## src/rtl/mkii_bus_sequencer_if.sv

```systemverilog
`default_nettype none
// ============================================================================
// mkii_bus_sequencer_if : instruction handshake plus shared-bus control lines
// Revision: 1.0
// ============================================================================
interface mkii_bus_sequencer_if #(
   parameter int XLEN  = 32,
   parameter int RF_AW = 5
);
   logic             instr_valid;
   logic [XLEN-1:0]  instr;
   logic             instr_ready;
   logic [1:0]       bus_src_sel;
   logic [RF_AW-1:0] rf_raddr;
   logic [RF_AW-1:0] rf_waddr;
   logic             rf_we;
   logic             alu_a_load;
   logic             alu_b_load;
   logic [3:0]       alu_op;
   logic [XLEN-1:0]  imm_out;
   logic             busy;
   logic             done;
   logic             illegal;

   // Sequencer side
   modport master (
      input  instr_valid, instr,
      output instr_ready, bus_src_sel, rf_raddr, rf_waddr, rf_we,
             alu_a_load, alu_b_load, alu_op, imm_out, busy, done, illegal
   );

   // Instruction source / datapath side
   modport slave (
      output instr_valid, instr,
      input  instr_ready, bus_src_sel, rf_raddr, rf_waddr, rf_we,
             alu_a_load, alu_b_load, alu_op, imm_out, busy, done, illegal
   );
endinterface
`default_nettype wire

```

## src/rtl/mkii_bus_sequencer.sv

```systemverilog
`default_nettype none
// ============================================================================
// mkii_bus_sequencer : multi-cycle shared-bus control sequencer (OP/OP-IMM/LUI)
// Optional counters under macro MKII_SEQ_PERF_EN.   Revision: 1.0
// ============================================================================
module mkii_bus_sequencer #(
   parameter int XLEN  = 32,
   parameter int RF_AW = 5
) (
   input  wire logic            clk,
   input  wire logic            reset,
   mkii_bus_sequencer_if.master bus
`ifdef MKII_SEQ_PERF_EN
   ,
   output logic [31:0]          retired_cnt,
   output logic [31:0]          illegal_cnt
`endif
);

   localparam logic [2:0] c_st_idle = 3'd0;
   localparam logic [2:0] c_st_rd_a = 3'd1;
   localparam logic [2:0] c_st_rd_b = 3'd2;
   localparam logic [2:0] c_st_exec = 3'd3;
   localparam logic [2:0] c_st_wb   = 3'd4;
   localparam logic [2:0] c_st_err  = 3'd5;

   localparam logic [6:0] c_opc_op_imm = 7'b0010011;
   localparam logic [6:0] c_opc_op     = 7'b0110011;
   localparam logic [6:0] c_opc_lui    = 7'b0110111;

   localparam logic [1:0] c_src_none = 2'd0;
   localparam logic [1:0] c_src_rf   = 2'd1;
   localparam logic [1:0] c_src_imm  = 2'd2;
   localparam logic [1:0] c_src_alu  = 2'd3;

   logic [2:0]       r_state;
   logic [2:0]       w_next_state;
   logic [XLEN-1:0]  r_instr;
   logic             w_accept;
   logic             w_in_legal;
   logic             w_is_op;
   logic             w_is_op_imm;
   logic             w_is_lui;
   logic [2:0]       w_funct3;
   logic [RF_AW-1:0] w_rs1;
   logic [RF_AW-1:0] w_rs2;
   logic [RF_AW-1:0] w_rd;
   logic [3:0]       w_alu_op;
   logic [31:0]      w_imm32;

   // Legality is judged on the offered word; everything else uses the latch.
   assign w_in_legal = (bus.instr[6:0] == c_opc_op_imm) ||
                       (bus.instr[6:0] == c_opc_op)     ||
                       (bus.instr[6:0] == c_opc_lui);
   assign w_accept   = (r_state == c_st_idle) && bus.instr_valid;

   assign w_is_op     = (r_instr[6:0] == c_opc_op);
   assign w_is_op_imm = (r_instr[6:0] == c_opc_op_imm);
   assign w_is_lui    = (r_instr[6:0] == c_opc_lui);
   assign w_funct3    = r_instr[14:12];
   assign w_rs1       = RF_AW'(r_instr[19:15]);
   assign w_rs2       = RF_AW'(r_instr[24:20]);
   assign w_rd        = RF_AW'(r_instr[11:7]);

   // Only shifts distinguish arithmetic/logical via bit 30 in OP-IMM.
   always_comb begin
      w_alu_op = 4'b0000;
      if (w_is_op) begin
         w_alu_op = {r_instr[30], w_funct3};
      end else if (w_is_op_imm) begin
         w_alu_op = {(w_funct3 == 3'b101) & r_instr[30], w_funct3};
      end
   end

   always_comb begin
      w_imm32 = 32'd0;
      if (w_is_op_imm) begin
         w_imm32 = {{20{r_instr[31]}}, r_instr[31:20]};
      end else if (w_is_lui) begin
         w_imm32 = {r_instr[31:12], 12'd0};
      end
   end

   assign bus.imm_out = XLEN'($signed(w_imm32));

   always_ff @(posedge clk or negedge reset) begin
      if (!reset) begin
         r_state <= c_st_idle;
         r_instr <= '0;
      end else begin
         r_state <= w_next_state;
         if (w_accept) begin
            r_instr <= bus.instr;
         end
      end
   end

   always_comb begin
      w_next_state = r_state;
      case (r_state)
         c_st_idle: begin
            if (bus.instr_valid) begin
               w_next_state = w_in_legal ? c_st_rd_a : c_st_err;
            end
         end
         c_st_rd_a: w_next_state = c_st_rd_b;
         c_st_rd_b: w_next_state = c_st_exec;
         c_st_exec: w_next_state = c_st_wb;
         c_st_wb:   w_next_state = c_st_idle;
         c_st_err:  w_next_state = c_st_idle;
         default:   w_next_state = c_st_idle;
      endcase
   end

   always_comb begin
      bus.instr_ready = 1'b0;
      bus.busy        = 1'b1;
      bus.bus_src_sel = c_src_none;
      bus.rf_raddr    = '0;
      bus.rf_waddr    = '0;
      bus.rf_we       = 1'b0;
      bus.alu_a_load  = 1'b0;
      bus.alu_b_load  = 1'b0;
      bus.alu_op      = 4'b0000;
      bus.done        = 1'b0;
      bus.illegal     = 1'b0;
      case (r_state)
         c_st_idle: begin
            bus.instr_ready = 1'b1;
            bus.busy        = 1'b0;
         end
         c_st_rd_a: begin
            bus.bus_src_sel = c_src_rf;
            bus.rf_raddr    = w_is_lui ? '0 : w_rs1;
            bus.alu_a_load  = 1'b1;
         end
         c_st_rd_b: begin
            if (w_is_op) begin
               bus.bus_src_sel = c_src_rf;
               bus.rf_raddr    = w_rs2;
            end else begin
               bus.bus_src_sel = c_src_imm;
            end
            bus.alu_b_load = 1'b1;
         end
         c_st_exec: begin
            bus.alu_op = w_alu_op;
         end
         c_st_wb: begin
            bus.bus_src_sel = c_src_alu;
            bus.rf_waddr    = w_rd;
            bus.rf_we       = (w_rd != '0);
            bus.alu_op      = w_alu_op;
            bus.done        = 1'b1;
         end
         c_st_err: begin
            bus.illegal = 1'b1;
         end
         default: begin
            bus.busy = 1'b1;
         end
      endcase
   end

`ifdef MKII_SEQ_PERF_EN
   logic [31:0] r_retired_cnt;
   logic [31:0] r_illegal_cnt;

   always_ff @(posedge clk or negedge reset) begin
      if (!reset) begin
         r_retired_cnt <= 32'd0;
         r_illegal_cnt <= 32'd0;
      end else begin
         if (r_state == c_st_wb) begin
            r_retired_cnt <= r_retired_cnt + 32'd1;
         end
         if (r_state == c_st_err) begin
            r_illegal_cnt <= r_illegal_cnt + 32'd1;
         end
      end
   end

   assign retired_cnt = r_retired_cnt;
   assign illegal_cnt = r_illegal_cnt;
`endif

endmodule
`default_nettype wire

```

## src/flat_wrapper.sv

```systemverilog
// flat-port wrapper written by rule: the top's interface ports become plain ports
module mkii_bus_sequencer_flat 
#(
   parameter int XLEN  = 32,
   parameter int RF_AW = 5
)
  (clk, reset, bus_instr_valid, bus_instr, bus_instr_ready, bus_bus_src_sel, bus_rf_raddr, bus_rf_waddr, bus_rf_we, bus_alu_a_load, bus_alu_b_load, bus_alu_op, bus_imm_out, bus_busy, bus_done, bus_illegal);
  mkii_bus_sequencer_if #(.XLEN(XLEN), .RF_AW(RF_AW)) bus_i ();
  input  wire logic clk;
  input  wire logic reset;
  input wire logic [$bits(bus_i.instr_valid)-1:0] bus_instr_valid;
  input wire logic [$bits(bus_i.instr)-1:0] bus_instr;
  output wire logic [$bits(bus_i.instr_ready)-1:0] bus_instr_ready;
  output wire logic [$bits(bus_i.bus_src_sel)-1:0] bus_bus_src_sel;
  output wire logic [$bits(bus_i.rf_raddr)-1:0] bus_rf_raddr;
  output wire logic [$bits(bus_i.rf_waddr)-1:0] bus_rf_waddr;
  output wire logic [$bits(bus_i.rf_we)-1:0] bus_rf_we;
  output wire logic [$bits(bus_i.alu_a_load)-1:0] bus_alu_a_load;
  output wire logic [$bits(bus_i.alu_b_load)-1:0] bus_alu_b_load;
  output wire logic [$bits(bus_i.alu_op)-1:0] bus_alu_op;
  output wire logic [$bits(bus_i.imm_out)-1:0] bus_imm_out;
  output wire logic [$bits(bus_i.busy)-1:0] bus_busy;
  output wire logic [$bits(bus_i.done)-1:0] bus_done;
  output wire logic [$bits(bus_i.illegal)-1:0] bus_illegal;
  assign bus_i.instr_valid = bus_instr_valid;
  assign bus_i.instr = bus_instr;
  assign bus_instr_ready = bus_i.instr_ready;
  assign bus_bus_src_sel = bus_i.bus_src_sel;
  assign bus_rf_raddr = bus_i.rf_raddr;
  assign bus_rf_waddr = bus_i.rf_waddr;
  assign bus_rf_we = bus_i.rf_we;
  assign bus_alu_a_load = bus_i.alu_a_load;
  assign bus_alu_b_load = bus_i.alu_b_load;
  assign bus_alu_op = bus_i.alu_op;
  assign bus_imm_out = bus_i.imm_out;
  assign bus_busy = bus_i.busy;
  assign bus_done = bus_i.done;
  assign bus_illegal = bus_i.illegal;
  mkii_bus_sequencer #(.XLEN(XLEN), .RF_AW(RF_AW)) u_core (.clk(clk), .reset(reset), .bus(bus_i));
endmodule
```

## config.mk

```make
export PLATFORM = sky130hd
export DESIGN_NAME = mkii_bus_sequencer_flat
export DESIGN_NICKNAME = d
export VERILOG_FILES = /design/src/rtl/mkii_bus_sequencer_if.sv /design/src/rtl/mkii_bus_sequencer.sv /design/src/flat_wrapper.sv
export SDC_FILE = /design/constraint.sdc
export NUM_CORES = 1
export LEC_CHECK = 0
export ABC_CLOCK_PERIOD_IN_PS = 1600
export CAP_MARGIN = 20
export CELL_PAD_IN_SITES_DETAIL_PLACEMENT = 0
export CELL_PAD_IN_SITES_GLOBAL_PLACEMENT = 2
export CORE_ASPECT_RATIO = 0.6
export CORE_UTILIZATION = 23
export DETAILED_ROUTE_END_ITERATION = 16
export PLACE_DENSITY = 0.87
export RECOVER_POWER = 25
export SLEW_MARGIN = 10
export SYNTH_ARGS = -nofsm -noshare
export SYNTH_HDL_FRONTEND = slang
export SYNTH_SLANG_ARGS = --single-unit
```

## constraint.sdc

```tcl
create_clock -name clk -period 1.6 [get_ports clk]
set_input_delay 0.16 -clock clk [delete_from_list [all_inputs] [get_ports clk]]
set_output_delay 0.16 -clock clk [all_outputs]
set_load 0.005 [all_outputs]
```

**Word level (Yosys, flattened, before mapping)**

Index checks and enable logic that the tools add are counted.

- Equality and inequality tests: 13
- Shifts and indexed selects: 0
- Muxes and demuxes: 21
- $mul: 0
- $add $sub $neg: 0
- Divide/modulo/power cells: 0
- Reductions and logical operators: 6
- $lt $le $gt $ge: 0
- Bitwise gates (word level): 1

Operator list:

| cell | number |
|---|---|
| 32-bit two-way mux | 2 |
| 7-bit by 6-bit == test with 1-bit output (second input constant) | 4 |
| 5-bit two-way mux | 3 |
| 7-bit by 5-bit == test with 1-bit output (second input constant) | 2 |
| 4-bit two-way mux | 3 |
| 3-bit case mux with 4 select lines | 1 |
| 5-bit case mux with 2 select lines | 1 |
| 3-bit == test (second input constant) | 3 |
| 1-bit two-way mux | 7 |
| 3-bit by 2-bit == test with 1-bit output (second input constant) | 2 |
| 3-bit two-way mux | 2 |
| 2-bit case mux with 3 select lines | 1 |
| 5-bit nonzero test | 1 |
| 3-bit by 1-bit == test with 1-bit output (second input constant) | 1 |
| 3-bit zero test | 1 |
| 1-bit logical OR | 2 |
| 2-bit two-way mux | 1 |
| 2-bit inequality test (second input constant) | 1 |
| 2-bit OR reduction | 1 |
| 1-bit AND | 1 |
| 1-bit logical AND | 1 |

- Bits in registers: 35
- Memory bits (read-only): 0
- Bits in latches: 0
- Logic and storage cells: 43
- Memories: 0
- RAM bits: 0
- Input port bits: 35

**Depth between registers and ports, before layout**

- Depth in word-level cells: 6
- Gate-level depth with buffers: 5
- Gate-level depth less buffers: 3

**Worst setup path after synthesis**

Ideal clock, no wire load.

- Path kind: reg2reg
- From: register u_core.r_state[1]
- To: register u_core.r_instr[20]
- Stages on the path, launching flop included: 6
- Required time: 1.473 ns
- Buffers on the path: 2
- Clock period less this slack: 1.647 ns
- Setup slack: -0.047 ns
- Arrival: 1.519 ns
- Path through: dfrtp_1 -> nor3_2 -> and2_1 -> buf_6 -> buf_6 -> mux2_1

- Longest elaborated chain between the ends: 2

Ends and longest elaborated chain:

| element | RTL line | source |
|---|---|---|
| from (decl) | mkii_bus_sequencer.sv:36 | `logic [2:0] r_state;` |
| from (signal assigned) | mkii_bus_sequencer.sv:88 | `r_state <= c_st_idle;` |
| from (signal assigned) | mkii_bus_sequencer.sv:91 | `r_state <= w_next_state;` |
| 3-bit zero test | mkii_bus_sequencer.sv:55 | `assign w_accept = (r_state == c_st_idle) && bus.instr_valid;` |
| 1-bit logical AND | mkii_bus_sequencer.sv:55 |  |
| to (signal assigned) | mkii_bus_sequencer.sv:93 | `r_instr <= bus.instr;` |
| to (decl) | mkii_bus_sequencer.sv:38 | `logic [XLEN-1:0] r_instr;` |

Every way passes these cells.
A chain may end at the register's enable or synchronous reset.

**Worst setup path after layout**

- From: register u_core.r_state[2]
- To: output port bus_rf_raddr[1]

- Longest elaborated chain between the ends: 2

Ends and longest elaborated chain:

| element | RTL line | source |
|---|---|---|
| 3-bit by 2-bit == test with 1-bit output / 3-bit by 1-bit == test with 1-bit output (equally long branches) | mkii_bus_sequencer.sv:127 | `case (r_state)` |
| 5-bit case mux with 2 select lines (*) | mkii_bus_sequencer.sv:127 |  |
| to (decl) | flat_wrapper.sv:15 | `output wire logic [$bits(bus_i.rf_raddr)-1:0] bus_rf_raddr;` |

Every way passes the cells marked *; elsewhere a longest branch is shown, timed or not.

==> out/results.tsv <==
stage	metric	value	unit
layout	share of cells above drive strength 1	57.9	%
cts	H-tree depth	2	
grt	initial antenna violation count	0	
drt	Vias/cell	4.39	
grt	M2 GR Usage	25.0	%
worst_setup_path	CP Capture Type	output pin	
floorplan	full die area	9030	sq um
drt	vias	1894	
power_and_ir_drop	Gate power share	55.4	%
power_and_ir_drop	Switching Fraction	32.3	%
drt	final WL	7.37	mm
worst_setup_path	Crit path largest cell delay	440	ps
floorplan	initial core utilization	24.4	%
cts	Clk pin slew, worst setup/hold paths	60	ps
place	IO buf count	89	
floorplan	Row Count	25	
outcome	status	finished with violations	
worst_setup_path	Critical Path Start Type	flop	
sta	final hold vios	0	
worst_setup_path	CP Cell Sequence	or3b_4 -> nor4_4 -> buf_4 -> buf_6 -> a32o_1 -> buf_2	
power_and_ir_drop	Lkg Pwr	2.03	nW
place	HPWL Detailed	4.62	mm
yosys	register bit total from synthesis	35	
drt	antenna-violating nets left	0	
yosys	Netlist cell types	39	
place	Placer Congestion	0.746	
grt	vias in the first global route	1992	
layout	Final Non-Filler Cells	431	
sta	FMAX	480	MHz
sta	Final Critical Period	2080	ps
layout	Area growth, synth to finish	97.8	%
cts	Root Driver	clkbuf_16	
power_and_ir_drop	Psw	0.00207	W
sta	Clock Skew	4.77	ps
worst_setup_path	Top Family by Delay on Critical Path	simple AND/OR/NAND/NOR gates	
floorplan	Core Footprint	8130	sq um
drt	DRC viols	0	
place	Placed Instances	384	
drt	DRT iter0 DRCs	77	
layout	nets@finish	357	
sta	Final WS setup	-482	ps
power_and_ir_drop	VDD IR max	500	uV
worst_setup_path	Worst path depth	6	
cts	total CTS buffers	5	
layout	# diodes	0	
sta	Rel. slew slack	38.8	%
worst_setup_path	CP Data Required Time	1440	ps
yosys	Mapped Cells	164	
grt	largest net degree at the start of global routing	36	
floorplan	Die Height	74.0	um
cts	CTS tree	built	
run	Max Cap Violations	0	
layout	Post-Layout Inst Area	3930	sq um
grt	global routing usage on met1	22.9	%
sta	Final period util	130	%
grt	Total GRT Usage	16.2	%
hold_path	WHS Path Cells	3	
grt	first-pass GRT wire length	10.9	mm
layout	Core Util, Final	48.3	%
yosys	Seq/Total Area, Yosys	44.1	%
cts	clock latency on the worst-skew pair	270	ps
drt	detailed-router iteration count before antenna repair	4	
grt	M3 GR Usage	4.45	%
power_and_ir_drop	Internal	0.00432	W
yosys	Mean Syn Cell Area	12.1	sq um
yosys	top_reg_cell synth	dfrtp_1	
worst_setup_path	Buf+Inv Stages, Crit Path	3	
floorplan	boundary pin count	90	
sta	worst-margin pin slew	918	ps
power_and_ir_drop	Clk pwr share	16.3	%
layout	Fillers	776	
worst_setup_path	critical path fanouts, max	4	
hold_path	Worst Hold Class	in2reg	
worst_setup_path	Worst EP arrival	1920	ps
sta	RSZ-0062 raised after global routing	yes	
grt	GR Overflow Total	0	
worst_setup_path	R2R depth	10	
yosys	Post-synth EDFFs	0	
yosys	ys async rst share	100	%
sta	Final Max Tran Viols	0	
place	placed cell areas	3220	sq um
yosys	Warnings, synthesis	0	
power_and_ir_drop	PwrDens	1630	nW/um^2
outcome	failing checks	setup timing	
drt	post-DR wirelength/cell	17.1	um
worst_setup_path	type of the worst setup path	reg2out	
sta	final setup fails	88	
power_and_ir_drop	sequential share of power	28.4	%
layout	most common cell after layout, fill and taps aside	buf_6	
grt	GRT Max-Usage Layer	met2	
cts	CTS Sinks	35	
yosys	cell area after synthesis	1990	sq um
floorplan	die width	122	um
yosys	Post-Syn Nets	199	
sta	hold slack	475	ps
worst_setup_path	Slowest-stage cell, CP	or3b_4	
cts	deepest clock path buffer count	2	
layout	commonest non-fill, non-tap cells in the layout	buf_6, buf_2, dfrtp_1	
[what timing repair did]
item | CTS | global route
pin swaps | 10 | 15
hold endpoints to repair | 35 | 0
hold buffers | 1 | 0
cloned | 3 | 3
resized for setup | 254 | 41
endpoints found under the setup margin | 84 | 88
setup buffers | 28 | 17
[layer usage]
metal | wire length, um | share of wire, %
met5 | 0 | 0
met4 | 61 | 0.83
met3 | 511 | 6.9
met2 | 3070 | 42
met1 | 3730 | 51
[power by group through the flow]
stage	combinational, W	clock [W]	sequential [W]
after floorplan	0.00133	0	0.00164
final	0.00354	0.00104	0.00181
after global routing	0.00376	0.00111	0.00187
after global placement	0.00238	0	0.00175
after CTS	0.00328	0.00107	0.00178
after detailed placement	0.00243	0	0.00177
[per-stage QoR]
step	total power (W)	TNS, ps	setup WS [ps]
floorplan	0.00297	0	15.4
global route	0.00674	-30860	-545
global placement	0.00413	-17940	-408
CTS	0.00612	-19600	-538
detailed placement	0.00419	-18630	-457
finish	0.00639	-25720	-482
[worst min-delay path: cells and delay by family]
| family | cells | cell delay (ps) |
|---|---|---|
| AOI/OAI and AO/OA | 1 | 50 |
| buffers and inverters | 1 | 430 |
| and+or+nand+nor | 1 | 70 |
[area by class of cell]
| class | count | area (sq um) | area share (%) |
|---|---|---|---|
| timing repair buffer | 161 | 1590 | 40.4 |
| clock inverter | 1 | 7.51 | 0.191 |
| sequential | 35 | 876 | 22.3 |
| multi-input combinational | 113 | 1140 | 29.1 |
| tap | 108 | 135 | 3.44 |
| inverter | 6 | 27.5 | 0.700 |
| clock buffer | 7 | 153 | 3.88 |
[synthesized netlist by cell type, types with 2 or more instances]
cell type | n | area [sq um]
dfrtp_1 | 35 | 876
clkbuf_1 | 2 | 7.51
mux2_1 | 9 | 101
inv_1 | 5 | 18.8
mux2_4 | 20 | 300
a21o_1 | 19 | 143
buf_2 | 4 | 20.0
nand2_1 | 2 | 7.51
o21ai_1 | 4 | 20.0
and2_1 | 20 | 125
a32o_1 | 5 | 50.1
nand3_1 | 4 | 20.0
buf_12 | 2 | 40.0
nor2_1 | 2 | 7.51
buf_6 | 2 | 22.5
nor3_1 | 6 | 30.0
[flip-flops by register name, summed over array words and instances, names as in the netlist]
signal          count
u_core.r_instr     32
u_core.r_state      3
[worst paths after layout]
| kind | from | to | slack [ps] |
|---|---|---|---|
| hold reg to reg | u_core.r_instr[27]$_DFFE_PN0P_ | u_core.r_instr[27]$_DFFE_PN0P_ | 540 |
| hold / removal | bus_instr[5] | u_core.r_instr[5]$_DFFE_PN0P_ | 480 |
| setup / recovery | u_core.r_state[2]$_DFFE_PN0P_ | bus_rf_raddr[1] | -480 |
| max in group asynchronous | reset | u_core.r_instr[30]$_DFFE_PN0P_ | 370 |
| min in group asynchronous | reset | u_core.r_instr[10]$_DFFE_PN0P_ | 650 |
| setup reg to reg | u_core.r_state[1]$_DFFE_PN0P_ | u_core.r_instr[4]$_DFFE_PN0P_ | -350 |
[kinds of logic after synthesis]
family | count (synthesis) | synth area share (%)
muxes | 29 | 20.2
DFF | 35 | 44.1
xor gates and xnor gates | 1 | 0.441
and+or+nand+nor | 51 | 17.3
buffers and inverters | 16 | 5.67
AOI/OAI and AO/OA | 32 | 12.3
Note: power is estimated with default switching activity, not from simulation.
